File: config.mk
export PLATFORM = sky130hd
export DESIGN_NAME = sparse_decompressor
export DESIGN_NICKNAME = d
export VERILOG_FILES = /design/src/rtl/sparsity_pkg.sv /design/src/rtl/sparse_block_expander.sv /design/src/rtl/sparse_decompressor.sv
export SDC_FILE = /design/constraint.sdc
export NUM_CORES = 1
export LEC_CHECK = 0
export ABC_AREA = 1
export BUFFER_PORTS_ARGS = -buffer_cell sky130_fd_sc_hd__buf_2
export CORE_MARGIN = 2
export CORE_UTILIZATION = 51
export DETAILED_ROUTE_END_ITERATION = 8
export MAX_ROUTING_LAYER = met4
export PLACE_DENSITY = 0.89
export SYNTH_ARGS = -nofsm -noshare
export SYNTH_HDL_FRONTEND = slang
export SYNTH_SLANG_ARGS = --single-unit
File: constraint.sdc
create_clock -name clk -period 6.5 [get_ports clk]
set_input_delay 0.975 -clock clk [delete_from_list [all_inputs] [get_ports clk]]
set_output_delay 0.975 -clock clk [all_outputs]
set_load 0.02 [all_outputs]
File: src/rtl/sparsity_pkg.sv
// Shared sparsity encodings and constants for the compressor and decompressor.
package sparsity_pkg;

  typedef enum logic [1:0] {
    SP_MODE_2_4  = 2'd0,
    SP_MODE_1_4  = 2'd1,
    SP_MODE_1_8  = 2'd2,
    SP_MODE_RSVD = 2'd3
  } sp_mode_e;

  typedef enum logic {
    SD_IDLE   = 1'b0,
    SD_ACTIVE = 1'b1
  } sd_state_e;

  localparam int IDX_W       = 3;
  localparam int GROUP_SLOTS = 4;

endpackage

File: src/rtl/sparse_block_expander.sv
// Expands the four compressed slots routed to one 8-lane group into dense lanes,
// enable bits and a 2:4 index collision flag.
module sparse_block_expander
  import sparsity_pkg::*;
#(
  parameter int DATA_WIDTH = 8
) (
  input  sp_mode_e                                    mode,
  input  logic [GROUP_SLOTS-1:0][DATA_WIDTH-1:0]      slot_val,
  input  logic [GROUP_SLOTS-1:0][IDX_W-1:0]           slot_meta,
  output logic [2*GROUP_SLOTS-1:0][DATA_WIDTH-1:0]    lane_data,
  output logic [2*GROUP_SLOTS-1:0]                    lane_en,
  output logic                                        collision
);

  logic [2:0] lane;

  always_comb begin
    lane_data = '0;
    lane_en   = '0;
    collision = 1'b0;
    lane      = '0;
    case (mode)
      SP_MODE_1_4: begin
        for (int k = 0; k < 2; k++) begin
          lane            = {1'(k), slot_meta[k][1:0]};
          lane_data[lane] = slot_val[k];
          lane_en[lane]   = 1'b1;
        end
      end
      SP_MODE_1_8: begin
        lane            = slot_meta[0];
        lane_data[lane] = slot_val[0];
        lane_en[lane]   = 1'b1;
      end
      default: begin
        // Ascending slot order lets the odd slot of a colliding pair overwrite the even one.
        for (int s = 0; s < GROUP_SLOTS; s++) begin
          lane            = {1'(s / 2), slot_meta[s][1:0]};
          lane_data[lane] = slot_val[s];
          lane_en[lane]   = 1'b1;
        end
        collision = (slot_meta[0][1:0] == slot_meta[1][1:0]) ||
                    (slot_meta[2][1:0] == slot_meta[3][1:0]);
      end
    endcase
  end

endmodule

File: src/rtl/sparse_decompressor.sv
// Structured-sparse stream decoder: compressed slots + position metadata in,
// dense lanes + enable mask out, one registered stage with ready/valid on both sides.
module sparse_decompressor
  import sparsity_pkg::*;
#(
  parameter int DATA_WIDTH = 8,
  parameter int LANES      = 16,
  parameter int BLOCK_SIZE = 4
) (
  input  logic                              clk,
  input  logic                              reset,
  input  logic [1:0]                        sparsity_mode,
  input  logic                              in_valid,
  output logic                              in_ready,
  input  logic [DATA_WIDTH*(LANES/2)-1:0]   in_values,
  input  logic [IDX_W*(LANES/2)-1:0]        in_meta,
  input  logic                              in_last,
  output logic                              out_valid,
  input  logic                              out_ready,
  output logic [DATA_WIDTH*LANES-1:0]       out_data,
  output logic [LANES-1:0]                  out_enable,
  output logic                              out_last,
  output logic                              meta_error,
  output logic [15:0]                       frame_count,
  output logic [15:0]                       active_lane_count
);

  localparam int NNZ_MAX     = LANES / 2;
  localparam int GROUP_LANES = 2 * BLOCK_SIZE;
  localparam int NGROUPS     = LANES / GROUP_LANES;

  sd_state_e state;
  sp_mode_e  mode_q;
  sp_mode_e  eff_mode;
  logic      accept;

  logic [GROUP_SLOTS-1:0][DATA_WIDTH-1:0]   g_val  [NGROUPS];
  logic [GROUP_SLOTS-1:0][IDX_W-1:0]        g_meta [NGROUPS];
  logic [GROUP_LANES-1:0][DATA_WIDTH-1:0]   g_data [NGROUPS];
  logic [GROUP_LANES-1:0]                   g_en   [NGROUPS];
  logic [NGROUPS-1:0]                       g_coll;

  logic [DATA_WIDTH*LANES-1:0] dense_data;
  logic [LANES-1:0]            dense_en;
  logic [16:0]                 lane_pop;
  logic [15:0]                 alc_base;
  logic [16:0]                 alc_sum;

  assign in_ready = !out_valid || out_ready;
  assign accept   = in_valid && in_ready;
  // The first beat of a frame decodes with the live mode; later beats use the latched one.
  assign eff_mode = (state == SD_IDLE) ? sp_mode_e'(sparsity_mode) : mode_q;

  always_comb begin
    for (int g = 0; g < NGROUPS; g++) begin
      g_val[g]  = '0;
      g_meta[g] = '0;
      for (int j = 0; j < GROUP_SLOTS; j++) begin
        case (eff_mode)
          SP_MODE_1_4: if (j < 2) begin
            g_val[g][j]  = in_values[(2*g+j)*DATA_WIDTH +: DATA_WIDTH];
            g_meta[g][j] = in_meta[(2*g+j)*IDX_W +: IDX_W];
          end
          SP_MODE_1_8: if (j == 0) begin
            g_val[g][j]  = in_values[g*DATA_WIDTH +: DATA_WIDTH];
            g_meta[g][j] = in_meta[g*IDX_W +: IDX_W];
          end
          default: begin
            g_val[g][j]  = in_values[(GROUP_SLOTS*g+j)*DATA_WIDTH +: DATA_WIDTH];
            g_meta[g][j] = in_meta[(GROUP_SLOTS*g+j)*IDX_W +: IDX_W];
          end
        endcase
      end
    end
  end

  for (genvar g = 0; g < NGROUPS; g++) begin : g_grp
    sparse_block_expander #(.DATA_WIDTH(DATA_WIDTH)) u_expander (
      .mode      (eff_mode),
      .slot_val  (g_val[g]),
      .slot_meta (g_meta[g]),
      .lane_data (g_data[g]),
      .lane_en   (g_en[g]),
      .collision (g_coll[g])
    );
    assign dense_data[g*GROUP_LANES*DATA_WIDTH +: GROUP_LANES*DATA_WIDTH] = g_data[g];
    assign dense_en[g*GROUP_LANES +: GROUP_LANES]                         = g_en[g];
  end

  always_comb begin
    lane_pop = '0;
    for (int i = 0; i < LANES; i++) lane_pop = lane_pop + 17'(dense_en[i]);
  end

  assign alc_base = (state == SD_IDLE) ? 16'd0 : active_lane_count;
  assign alc_sum  = {1'b0, alc_base} + lane_pop;

  always_ff @(posedge clk or posedge reset) begin
    if (reset) begin
      state             <= SD_IDLE;
      mode_q            <= SP_MODE_2_4;
      out_valid         <= 1'b0;
      out_data          <= '0;
      out_enable        <= '0;
      out_last          <= 1'b0;
      meta_error        <= 1'b0;
      frame_count       <= '0;
      active_lane_count <= '0;
    end else if (accept) begin
      out_valid         <= 1'b1;
      out_data          <= dense_data;
      out_enable        <= dense_en;
      out_last          <= in_last;
      meta_error        <= meta_error || (|g_coll);
      active_lane_count <= alc_sum[16] ? 16'hFFFF : alc_sum[15:0];
      if (in_last && frame_count != 16'hFFFF) frame_count <= frame_count + 16'd1;
      if (state == SD_IDLE) mode_q <= sp_mode_e'(sparsity_mode);
      state <= in_last ? SD_IDLE : SD_ACTIVE;
    end else if (out_ready) begin
      out_valid <= 1'b0;
    end
  end

endmodule

==> results.toml <==
[clock_network]
clock_latency_ns = 0.45
cts-root-buf = "clkbuf_16"
cts_max_path_buffers = 2
cts_made_buffers = 17
path_clk_slew_ns = 0.08
cts_tree = "yes"
htree_num_levels = 4
numClockSinks = 182
post-cts-setup-buffers = 0
ctsHoldBuffers = 0

[setup_path]
crit_family = "adder cells"
worstReg2RegEnd = "active_lane_count[10]"
path_buf_inv = 8
worstSetupEndpoint = "active_lane_count[10]"
ff2ff_setup_slack_ns = 0.57
reg2reg_depth = 27
slowest_stage = "fa_1"
cp.required_ns = 6.83
startpoint_type = "primary input"
worstReg2RegStart = "state"
setup.worst_path.start = "sparsity_mode[1]"
crit_top_cell = "fa_1"
path_class = "in -> reg"
cp.arrival_ns = 6.45
cp-end-kind = "flip-flop"
crit_fanout = 10
crit_cells = 27
crit_path_max_incr_delay_ns = 0.53

[global_routing]
antenna_found_initial = 3
grt_pass1_vias = 14060
grt_first_pass_wirelength_um = 77800
grt_use_total_pct = 39.40
gr-total-overflow = 0
grt_max_degree = 75

[drt]
wl_met3_um = 5992
wl_um = 50330
drt-wirelength-per-cell_um = 19.70
viasPerCell = 5.936
dr.pass1.iters = 6
wl_met1_um = 20900
route.detailed.drc = 0
routed-wl-met2_um = 21950
routed.top_layer = "met4"
drt-initial-drc-count = 2129
vias = 15170
ant_nets = 0

[synth]
ys_types = 42
muxShareOfSynthArea_pct = 0
synth-seq-area-share_pct = 35.97
ys_dominant_reg_cell = "dfrtp_1"
synth_top_family_by_area = "simple AND/OR/NAND/NOR gates"
async_reset_ff_share_pct = 100.0
synthesis.nets = 2028
ys_top_cells_by_area = "dfrtp_1 (36%), nand2_1 (18%), nand3_1 (11%)"
ys_ff_latch = 182
syn_area_per_cell_sq_um = 6.629
synth_compound_area_share_pct = 11.42
yosys.area_share.simple_pct = 40.48
synth_area_sq_um = 12660
synth_xor_area_share_pct = 1.384
synth_warnings = 0
yosysTopAreaCell = "dfrtp_1"
synth_commonest_cells = "nand2_1 (609), nand3_1 (282), nor2_1 (227), dfrtp_1 (182), inv_1 (127)"
synth-edff-count = 0
synth_fa_ha_area_share_pct = 2.984
synthCells = 1910
yosys.area.top_type_share_pct = 35.97
yosysMostFrequentCell = "nand2_1"

[outcome]
status = "finished clean"

[timing]
rsz0062_at_grt = "false"
fin_crit_sh_pct = 94.18
slew_headroom_pct = 34.24
tightest_slew_ns = 0.9865
min_period_ns = 6.122
skew_ns = 0.01222
clock.fmax_mhz = 163.3
finalMaxSlewViolations = 0
setup_violations = 0
hold_ws_ns = 0.4781
final-hold-violation-count = 0

[floorplan]
io-pin-count = 275
die_w_um = 161.6
die_area_sq_um = 26100
die_h_um = 161.6
start_util_pct = 52.06
rows = 57
core_area_sq_um = 24320

[place]
io_buffers = 270
gp_congestion = 1.046
dp_cells = 2519
dpl.hpwl_um = 38320

[finish]
fillers = 2273
drive_gt1_share_pct = 21.10
utilization_pct = 63.32
nNetsFinal = 2332
synthToLayoutAreaGrowth_pct = 21.63
fin_cells = 2555

[hold_path]
hold_class = "reg -> reg"

[pwr]
finalPower_mw = 7.470
pwr_density_cell_nw_per_um2 = 485.1
p_leak_nw = 8.178
vdd_drop_max_mv = 0.5031

[run]
maxCapViolations = 0
-- how the worst min path moves through the flow --
stage / from / to / slack, ns / cells after the start
4_1_cts: meta_error / meta_error / 0.48 / 2
3_5_place_dp: meta_error / meta_error / 0.46 / 2
3_3_place_gp: meta_error / meta_error / 0.44 / 2
6_report: out_data[41] / out_data[41] / 0.48 / 2
5_1_grt: out_data[47] / out_data[47] / 0.51 / 2
2_1_floorplan: mode_q[0] / mode_q[0] / 0.45 / 2
-- per-layer routing --
layer / GRT usage (%) / up-vias
met5: - / -
met4: 11.53 / 0
met3: 8.295 / 132
met2: 57.61 / 1053
met1: 55.29 / 7107
li1: - / 6875
-- cells in the final DEF (no fill, tap or decap), types with 11 or more instances in the layout --
cell type,n
clkbuf_16,17
xor2_1,11
buf_4,101
nand2_2,16
nand4_1,19
fa_1,12
buf_2,270
o31ai_1,14
nor2_1,225
o21ai_0,96
o211ai_1,27
a31oi_1,16
nor3_1,25
inv_1,126
nand2_1,607
a21oi_1,51
nand3_1,282
o22ai_1,12
dfrtp_1,182
inv_2,15
-- area by class of cell --
cell class	count	area, sq um	area share [%]
multi-input cells	1493	7152	46.44
flip-flops and latches	182	4554	29.57
repair buffers	373	2150	13.96
clock inverters	13	126.4	0.8206
clock buffers	19	442.9	2.876
well taps	324	405.4	2.632
diodes	4	10.01	0.06500
inverters	147	559.3	3.632
-- tightest hold or removal path: cells and delay by family (launching register included) --
family,cells,cell delay (ns)
flip-flops,1,0.34
AND/OR/NAND/NOR,2,0.11
-- cell families after synthesis --
group                    count (synthesis)
XOR/XNOR                                20
AND/OR/NAND/NOR                       1204
flip-flops                             182
adder cells (fa/ha/maj)                 23
AO/OA/AOI/OAI                          246
buffers and inverters                  235
-- timing repair --
action	in CTS	in global routing
endpoints found under the setup margin	0	13
hold endpoints to repair	0	0
gates resized for setup	0	3
-- state kept, by name, summed over array words and instances (netlist names) --
register           cells
out_data             128
mode_q                 2
frame_count           16
state                  1
out_enable            16
active_lane_count     16
out_valid              1
out_last               1
meta_error             1
-- stage by stage --
stage,setup TNS [ns],instance area (sq um),worst slack (ns)
global placement,0,14820,0.01789
global route,0,15400,0.01070
CTS,0,15380,0.2766
finish,0,15400,0.3780
detailed placement,-1.738,14820,-0.1685
floorplan,0,12660,0.01852
-- power breakdown --
part           leakage, nW  switching, mW  internal (mW)
Clock                0.283          0.529          0.522
Sequential            2.35          0.234           1.45
Combinational         5.55           3.05           1.68
Power figures use the tool's default switching activity.
